`config.mk`:
```
export PLATFORM = sky130hd
export DESIGN_NAME = itof_pipe_flat
export DESIGN_NICKNAME = d
export VERILOG_FILES = /design/src/rtl/fpu_pkg.sv /design/src/rtl/itof_pipe_if.sv /design/src/rtl/lzc32.sv /design/src/rtl/itof_pipe.sv /design/src/flat_wrapper.sv
export SDC_FILE = /design/constraint.sdc
export NUM_CORES = 1
export LEC_CHECK = 0
export BUFFER_PORTS_ARGS = -buffer_cell sky130_fd_sc_hd__buf_4
export CAP_MARGIN = 20
export CORE_MARGIN = 2
export CORE_UTILIZATION = 60
export CTS_CLUSTER_SIZE = 10
export DETAILED_ROUTE_END_ITERATION = 10
export PLACE_DENSITY_LB_ADDON = 0.2
export SLEW_MARGIN = 20
export SYNTH_ARGS = -nofsm -noshare
export SYNTH_HDL_FRONTEND = slang
export SYNTH_SLANG_ARGS = --single-unit
```
`constraint.sdc`:
```
create_clock -name clk -period 3.9 [get_ports clk]
set_input_delay 0.195 -clock clk [delete_from_list [all_inputs] [get_ports clk]]
set_output_delay 0.195 -clock clk [all_outputs]
set_load 0.01 [all_outputs]
```
`src/rtl/fpu_pkg.sv`:
```
// Shared FPU types and helpers: IEEE-754 single layout and field packing.
package fpu_pkg;

  localparam int FP_BIAS  = 127;
  localparam int FP_EXP_W = 8;
  localparam int FP_MAN_W = 23;

  typedef struct packed {
    logic                sign;
    logic [FP_EXP_W-1:0] exp;
    logic [FP_MAN_W-1:0] man;
  } fp32_t;

  function automatic fp32_t fp_pack(input logic s,
                                    input logic [FP_EXP_W-1:0] e,
                                    input logic [FP_MAN_W-1:0] m);
    fp32_t r;
    r.sign = s;
    r.exp  = e;
    r.man  = m;
    return r;
  endfunction

endpackage

```
`src/rtl/itof_pipe_if.sv`:
```
// Operand/result bundle of the int->float converter, with the stall back-pressure line.
interface itof_pipe_if;
  logic [31:0] x;
  logic        in_valid;
  logic        stall;
  logic [31:0] y;
  logic        out_valid;

  modport master (output x, in_valid, stall, input y, out_valid);
  modport slave  (input x, in_valid, stall, output y, out_valid);
endinterface

```
`src/rtl/lzc32.sv`:
```
// Combinational 32-bit leading-zero counter built as a tree of pairwise merges.
module lzc32 (
  input  logic [31:0] a,
  output logic [4:0]  lz,
  output logic        zero
);
  logic [15:0]      z1;
  logic [15:0]      c1;
  logic [7:0]       z2;
  logic [7:0][1:0]  c2;
  logic [3:0]       z3;
  logic [3:0][2:0]  c3;
  logic [1:0]       z4;
  logic [1:0][3:0]  c4;

  // Each merge: if the upper half is all zero, count = half width + lower count.
  for (genvar i = 0; i < 16; i++) begin : g_l1
    assign z1[i] = ~(a[2*i+1] | a[2*i]);
    assign c1[i] = ~a[2*i+1];
  end
  for (genvar i = 0; i < 8; i++) begin : g_l2
    assign z2[i] = z1[2*i+1] & z1[2*i];
    assign c2[i] = z1[2*i+1] ? {1'b1, c1[2*i]} : {1'b0, c1[2*i+1]};
  end
  for (genvar i = 0; i < 4; i++) begin : g_l3
    assign z3[i] = z2[2*i+1] & z2[2*i];
    assign c3[i] = z2[2*i+1] ? {1'b1, c2[2*i]} : {1'b0, c2[2*i+1]};
  end
  for (genvar i = 0; i < 2; i++) begin : g_l4
    assign z4[i] = z3[2*i+1] & z3[2*i];
    assign c4[i] = z3[2*i+1] ? {1'b1, c3[2*i]} : {1'b0, c3[2*i+1]};
  end

  assign zero = z4[1] & z4[0];
  assign lz   = z4[1] ? {1'b1, c4[0]} : {1'b0, c4[1]};
endmodule

```
`src/rtl/itof_pipe.sv`:
```
// Three-stage signed int32 -> IEEE single converter, round-to-nearest-even, with global stall.
module itof_pipe
  import fpu_pkg::*;
#(
  parameter int NSTAGE = 3
) (
  input  logic       clk,
  input  logic       rstn,
  itof_pipe_if.slave bus
);
  if (NSTAGE != 3) begin : g_nstage_chk
    $error("itof_pipe: only NSTAGE=3 is supported");
  end

  localparam logic [FP_EXP_W-1:0] EXP_TOP = FP_EXP_W'(FP_BIAS + 31);

  logic                en;
  logic                s1_v, s1_s;
  logic [31:0]         s1_a;
  logic                s2_v, s2_s, s2_z;
  logic [4:0]          s2_lz;
  logic [30:0]         s2_n;
  logic                y_v;
  logic [31:0]         y_q;

  logic [31:0]         abs_x;
  logic [4:0]          lz;
  logic                zero;
  logic [30:0]         norm;
  logic [FP_MAN_W-1:0] man_t, man_r;
  logic                guard, sticky, lsb, up, carry;
  logic [FP_EXP_W-1:0] exp_r;
  logic [31:0]         y_d;

  assign en    = ~bus.stall;
  assign abs_x = bus.x[31] ? (~bus.x + 32'd1) : bus.x;

  lzc32 u_lzc (.a(s1_a), .lz(lz), .zero(zero));

  // The normalised MSB is implicit, so only the 31 bits below it are carried.
  assign norm = s1_a[30:0] << lz;

  assign man_t  = s2_n[30:8];
  assign lsb    = s2_n[8];
  assign guard  = s2_n[7];
  assign sticky = |s2_n[6:0];
  assign up     = guard & (sticky | lsb);
  assign {carry, man_r} = {1'b0, man_t} + {{FP_MAN_W{1'b0}}, up};
  assign exp_r  = EXP_TOP - FP_EXP_W'(s2_lz) + FP_EXP_W'(carry);
  assign y_d    = s2_z ? 32'h0 : fp_pack(s2_s, exp_r, man_r);

  always_ff @(posedge clk or negedge rstn) begin
    if (!rstn) begin
      s1_v  <= 1'b0;
      s1_s  <= 1'b0;
      s1_a  <= '0;
      s2_v  <= 1'b0;
      s2_s  <= 1'b0;
      s2_z  <= 1'b0;
      s2_lz <= '0;
      s2_n  <= '0;
      y_v   <= 1'b0;
      y_q   <= '0;
    end else if (en) begin
      s1_v  <= bus.in_valid;
      s1_s  <= bus.x[31];
      s1_a  <= abs_x;
      s2_v  <= s1_v;
      s2_s  <= s1_s;
      s2_z  <= zero;
      s2_lz <= lz;
      s2_n  <= norm;
      y_v   <= s2_v;
      y_q   <= y_d;
    end
  end

  assign bus.y         = y_q;
  assign bus.out_valid = y_v;
endmodule

```
`src/flat_wrapper.sv`:
```
// flat-port wrapper written by rule: the top's interface ports become plain ports
module itof_pipe_flat import fpu_pkg::*;
#(
  parameter int NSTAGE = 3
)
  (clk, rstn, bus_x, bus_in_valid, bus_stall, bus_y, bus_out_valid);
  itof_pipe_if bus_i ();
  input  logic clk;
  input  logic rstn;
  input wire logic [$bits(bus_i.x)-1:0] bus_x;
  input wire logic [$bits(bus_i.in_valid)-1:0] bus_in_valid;
  input wire logic [$bits(bus_i.stall)-1:0] bus_stall;
  output wire logic [$bits(bus_i.y)-1:0] bus_y;
  output wire logic [$bits(bus_i.out_valid)-1:0] bus_out_valid;
  assign bus_i.x = bus_x;
  assign bus_i.in_valid = bus_in_valid;
  assign bus_i.stall = bus_stall;
  assign bus_y = bus_i.y;
  assign bus_out_valid = bus_i.out_valid;
  itof_pipe #(.NSTAGE(NSTAGE)) u_core (.clk(clk), .rstn(rstn), .bus(bus_i));
endmodule
```
==> results of run 1 <==
[registers in the layout, summed over array words and instances (netlist names), 5 cells and up]
name and count:
u_core.s1_a 32, u_core.bus.y 32, u_core.s2_n 31, u_core.s2_lz 5
[cell usage after synthesis (3+ instances only)]
cell type / number
nand2_1: 85
o21ai_1: 6
and3_1: 7
o41ai_1: 3
a22o_1: 31
xnor2_1: 20
nor3_1: 10
and2_1: 3
o21a_1: 3
a222oi_1: 3
a22oi_1: 6
or4_1: 5
xor2_1: 34
o221ai_1: 6
o22ai_1: 5
mux2_2: 15
buf_1: 7
o21ai_0: 57
nand4_1: 8
buf_2: 6
nand3_1: 24
nor4_1: 6
nor2_1: 43
nor2b_1: 5
buf_6: 5
ha_1: 4
or3_1: 3
inv_1: 13
dfrtp_1: 106
o211ai_1: 5
a21oi_1: 13
o31ai_1: 17
a2bb2oi_1: 3
a211o_1: 7
clkbuf_1: 22
mux2i_1: 76
[power by group through the flow]
stage / combinational (mW) / clock (mW) / sequential [mW]
floorplan: 0.911 / 0 / 1.57
global placement: 1.35 / 0 / 1.61
detailed placement: 1.37 / 0 / 1.62
CTS: 1.37 / 0.889 / 1.60
global route: 1.50 / 0.930 / 1.64
finish: 1.38 / 0.871 / 1.61
[cells by family after synthesis]
kind of cell | synth area share
AO/OA/AOI/OAI | 0.2065
XOR/XNOR | 0.06932
adder cells (fa/ha/maj) | 0.007336
buffers and inverters | 0.03943
flip-flops | 0.3888
multiplexers | 0.1396
AND/OR/NAND/NOR | 0.1491
[per-layer routing]
layer	vias up	track usage
met5	-	0
met4	0	0.1642
met3	56	0.05653
met2	248	0.5031
met1	2846	0.3959
li1	2755	-
[cell type report]
| class | count | area (um2) |
|---|---|---|
| Clock buffer | 9 | 225.2 |
| Fill cell | 828 | 3284 |
| Timing Repair Buffer | 85 | 644.4 |
| Clock inverter | 7 | 51.30 |
| Sequential cell | 106 | 2653 |
| Multi-Input combinational cell | 554 | 3901 |
| Tap cell | 140 | 175.2 |
| Inverter | 13 | 48.80 |
[how the worst min path moves through the flow]
| stage | to | cells past startpoint | slack, ns |
|---|---|---|---|
| 6_report | u_core.s1_v | 2 | 0.07 |
| 5_1_grt | u_core.s1_v | 2 | 0.07 |
| 4_1_cts | u_core.bus.y[27] | 1 | 0.05 |
| 3_5_place_dp | u_core.bus.y[29] | 1 | 0.44 |
| 3_3_place_gp | u_core.bus.y[25] | 1 | 0.43 |
| 2_1_floorplan | u_core.bus.out_valid | 0 | -0.10 |
[cells in the final DEF, fill, tap and decap left out, types with 8 or more instances in the layout]
master	n
buf_4	83
nor2_1	43
xnor2_1	20
clkbuf_16	9
mux2i_1	76
nand4_1	8
o21ai_0	57
mux2_2	15
dfrtp_1	106
nor3_1	10
xor2_1	34
a22o_1	31
nand2_1	85
inv_1	13
o31ai_1	17
nand3_1	24
a21oi_1	13
[stage by stage]
step,instance area [um2],util
3_3_place_gp,7408,0.6745
2_1_floorplan,6823,-
3_5_place_dp,7408,0.6745
6_report,7699,0.7010
5_1_grt,7699,0.7010
4_1_cts,7685,0.6997
==> impl_metrics.py, run 1 <==
metrics = {
    "status": {
        "outcome": "completed",
    },
    "place": {
        "place_inst": 897,
        "dp.final_hpwl_um": 13960,
        "gp_congestion": 0.9651,
        "portBuffers": 68,
        "dp_slack_ns": 0.5519,
    },
    "cts": {
        "cts_buffers": 9,
        "clock_latency_ns": 0.37,
        "clk_pin_slew_ns": 0.07,
        "cts_tree": "done",
        "postCtsSetupBuffers": 0,
        "cts_sinks": 106,
        "h-tree-depth": 3,
        "cts.path.max_buffers": 2,
        "cts_root_buffer": "clkbuf_16",
        "hold_buffers": 0,
        "post_cts_resized": 0,
    },
    "route": {
        "drt_iter0_markers": 449,
        "wl_met2_um": 8807,
        "wl_met1_um": 7846,
        "antenna_left": 0,
        "wl_per_cell_um": 20.39,
        "dr.max_layer_used": "met4",
        "first_pass_iters": 5,
        "vias": 5905,
        "drc": 0,
        "wirelength_um": 18640,
        "wl_met3_um": 1036,
        "via_per_inst": 6.461,
    },
    "worst_setup_path": {
        "r2r_start": "u_core.s1_a[18]",
        "slowest_stage": "nor4_1",
        "cp-end-kind": "register",
        "arrival_ns": 3.69,
        "critPathKind": "register to register",
        "rr_endpoint": "u_core.s2_n[16]",
        "critical_path_cell_count": 10,
        "path_delay_family": "simple AND/OR/NAND/NOR gates",
        "critPathCapture": "u_core.s2_n[16]",
        "cp_data_required_time_ns": 4.13,
        "crit_path_frequent_cell": "buf_4",
        "critPathMaxFanout": 21,
        "start_kind": "register",
        "max_stage_delay_ns": 0.54,
        "worstPathCellList": "nor4_1, nand4_1, a31oi_4, a211o_1, buf_4, mux2_2, mux2i_1, buf_4, a222oi_1, nand2_1",
        "critPathLaunch": "u_core.s1_a[18]",
        "reg2regPathDepth": 10,
        "cp.buffers_inverters": 2,
        "r2r_slack_ns": 0.44,
    },
    "global_route": {
        "grt_pass1_vias": 5723,
        "grt_overflow": 0,
        "grt_start_max_net_pins": 84,
        "grt_pass1_wl_um": 30240,
        "antenna_found_initial": 0,
        "grt.total_usage": 0.3103,
    },
    "logic_synthesis": {
        "ys.flop_type": "dfrtp_1",
        "yosysTopAreaCellShare": 0.3888,
        "ys_seq_area_frac": 0.3888,
        "postSynthAreaPerCell_um2": 9.516,
        "async_flop_share": 1.000,
        "synth_cells": 717,
        "ys_ff_latch": 106,
        "synth_edf_count": 0,
        "yosysWarnings": 0,
        "synth_fp_nets": 757,
        "synth.area.top_cells": "dfrtp_1 39%, mux2i_1 11%, nand2_1 4.7%, xor2_1 4.4%, o21ai_0 4.2%",
        "synth_area_leader_cell": "dfrtp_1",
        "netlist_area_um2": 6823,
        "synth.distinct_cells": 70,
    },
    "timing": {
        "worst_slack_ns": 0.4445,
        "drv_slew": 0,
        "finalCritPeriodShare": 0.8860,
        "fmax_ghz": 0.2894,
        "max_slew_margin": 0.3997,
        "setup_viol": 0,
        "skew_ns": 0.009355,
        "timing.hold.ws_ns": 0.06572,
        "rsz0062_at_grt": "false",
        "tns_ns": 0,
        "worst_slew_pin_slew_ns": 0.8923,
        "layout_min_cycle_time_ns": 3.456,
        "hold_violations": 0,
    },
    "power": {
        "p_clk_frac": 0.226,
        "leakage_nw": 3.443,
        "peakVddDrop_v": 0.0005445,
        "swShare": 0.3761,
        "seq_power_share": 0.416,
        "p_switching_mw": 1.452,
        "p_int_mw": 2.409,
        "p_total_mw": 3.861,
        "p_comb_frac": 0.358,
        "powerDensity_nw_per_um2": 501.6,
    },
    "floorplanning": {
        "core.rowCount": 38,
        "start_util": 0.6212,
        "coreArea_um2": 10980,
        "dieWidth_um": 110.6,
        "die_height_um": 110.6,
        "dieArea_um2": 12240,
        "pin_count": 69,
    },
    "run": {
        "drv_cap": 0,
    },
    "min_path": {
        "worstHoldStart": "bus_in_valid",
        "holdCritPathClass": "primary input to register",
    },
    "final_layout": {
        "fin_nets": 809,
        "finalNonFillerCells": 914,
        "area_growth_syn_to_layout_pct": 12.84,
        "drive_gt1_frac": 0.1705,
        "num_antenna_cells": 0,
    },
}
Note: power is estimated with default switching activity, not from simulation.
==> run 2, diff against run 1 <==
clock period = 4.1 ns   (was 3.9 ns; I/O delays follow)
==> impl_metrics.py, run 2 (synthesis results as in run 1) <==
metrics = {
    "floorplanning": {
        "dieArea_um2": 12240,
        "coreArea_um2": 10980,
        "dieWidth_um": 110.6,
        "die_height_um": 110.6,
        "start_util": 0.6212,
        "pin_count": 69,
        "core.rowCount": 38,
    },
    "power": {
        "swShare": 0.3733,
        "peakVddDrop_v": 0.0004563,
        "p_comb_frac": 0.356,
        "leakage_nw": 3.456,
        "seq_power_share": 0.417,
        "p_switching_mw": 1.376,
        "p_int_mw": 2.310,
        "p_clk_frac": 0.227,
        "powerDensity_nw_per_um2": 478.1,
    },
    "worst_setup_path": {
        "cp-end-kind": "register",
        "critPathMaxFanout": 18,
        "cp.buffers_inverters": 1,
        "slowest_stage": "a211oi_4",
        "critPathKind": "register to register",
        "worstPathCellList": "or4_4, nor2b_4, a31oi_4, a211oi_4, buf_4, mux2_2, mux2i_1, a22oi_1, a2bb2oi_1",
        "max_stage_delay_ns": 0.86,
        "arrival_ns": 4.02,
        "cp_data_required_time_ns": 4.39,
        "start_kind": "register",
        "path_delay_family": "compound AO/OA/AOI/OAI gates",
    },
    "cts": {
        "clock_latency_ns": 0.36,
        "cts_tree": "done",
        "post_cts_resized": 0,
        "cts_buffers": 9,
        "cts.path.max_buffers": 2,
        "cts_sinks": 106,
        "postCtsSetupBuffers": 0,
        "cts_root_buffer": "clkbuf_16",
        "clk_pin_slew_ns": 0.07,
        "hold_buffers": 0,
        "h-tree-depth": 3,
    },
    "timing": {
        "max_slew_margin": 0.3330,
        "timing.hold.ws_ns": -0.009748,
        "tns_ns": 0,
        "drv_slew": 0,
        "hold_violations": 7,
        "fmax_ghz": 0.2680,
        "skew_ns": 0.007938,
        "layout_min_cycle_time_ns": 3.731,
        "setup_viol": 0,
        "rsz0062_at_grt": "false",
        "worst_slack_ns": 0.3691,
        "finalCritPeriodShare": 0.9100,
        "worst_slew_pin_slew_ns": 0.9973,
    },
    "final_layout": {
        "utilization": 0.7020,
        "num_antenna_cells": 0,
        "fin_nets": 811,
        "area_growth_syn_to_layout_pct": 13.00,
        "drive_gt1_frac": 0.1727,
        "final_cell_mix": "106 x dfrtp_1, 87 x buf_4, 85 x nand2_1",
        "final_common_cell": "dfrtp_1",
    },
    "global_route": {
        "antenna_found_initial": 0,
        "grt.total_usage": 0.3139,
        "grt_pass1_wl_um": 30540,
        "grt_start_max_net_pins": 84,
        "grt_pass1_vias": 5701,
        "grt_overflow": 0,
    },
    "status": {
        "outcome": "complete, but fails checks",
        "violations": "negative hold slack",
    },
    "route": {
        "via_per_inst": 6.376,
        "first_pass_iters": 6,
        "vias": 5840,
        "wl_per_cell_um": 20.66,
        "wirelength_um": 18920,
        "drt_iter0_markers": 533,
        "antenna_left": 0,
        "drc": 0,
    },
    "place": {
        "dp_slack_ns": 0.4291,
        "gp_congestion": 0.9813,
        "portBuffers": 68,
        "dp.final_hpwl_um": 13960,
    },
    "min_path": {
        "holdCritPathClass": "primary input to async pin",
    },
    "run": {
        "drv_cap": 0,
    },
}
-- run 2: changes by cell type in the layout (fill, tap and decap cells not counted) --
cell	before	now
clkbuf_8	0	1
inv_6	1	3
buf_4	83	87
clkinvlp_4	1	0
buf_6	1	0
clkinv_2	3	2
inv_8	1	0
clkinv_4	1	0
dlygate4sd3_1	1	0
clkbuf_1	0	1
-- run 2: path summary, 6_finish.rpt --
kind                             startpoint          endpoint  slack, ns  depth (start not counted)
setup reg to reg            u_core.s1_a[10]   u_core.s2_n[18]       0.37                          9
hold reg to reg            u_core.bus.y[29]  u_core.bus.y[29]       0.49                          2
max in group asynchronous              rstn    u_core.s1_a[9]       3.14                          2
min in group clk               bus_in_valid       u_core.s1_v       0.08                          2
hold / removal                         rstn  u_core.bus.y[29]      -0.01                          1
setup / recovery            u_core.s1_a[10]   u_core.s2_n[18]       0.37                          9
-- run 2: layout make-up --
class,instances,area (um2)
fillers,826,3273
multi-input cells,554,3901
inverters,13,48.80
repair buffers,87,653.1
clock inverters,5,36.28
well taps,140,175.2
flip-flops and latches,106,2653
clock buffers,11,242.7
-- run 2: power by group through the flow --
stage	combinational (mW)	sequential (mW)	clock [mW]
final	1.31	1.54	0.835
after CTS	1.30	1.53	0.849
after detailed placement	1.29	1.55	0
after global routing	1.42	1.56	0.889
after global placement	1.27	1.54	0
after floorplan	0.867	1.49	0
-- run 2: layer usage --
layer	track usage	vias up	routed length, um
met5	0	-	0
met4	0.1308	0	606
met3	0.06092	32	1158
met2	0.5190	230	9161
met1	0.4046	2811	7997
li1	-	2767	-
-- run 2: stage by stage --
step	instance area [um2]	instances	power, mW
3_5_place_dp	7431	900	2.844
4_1_cts	7710	916	3.682
6_report	7710	916	3.686
5_1_grt	7710	916	3.870
2_1_floorplan	6823	717	2.357
3_3_place_gp	7431	900	2.807
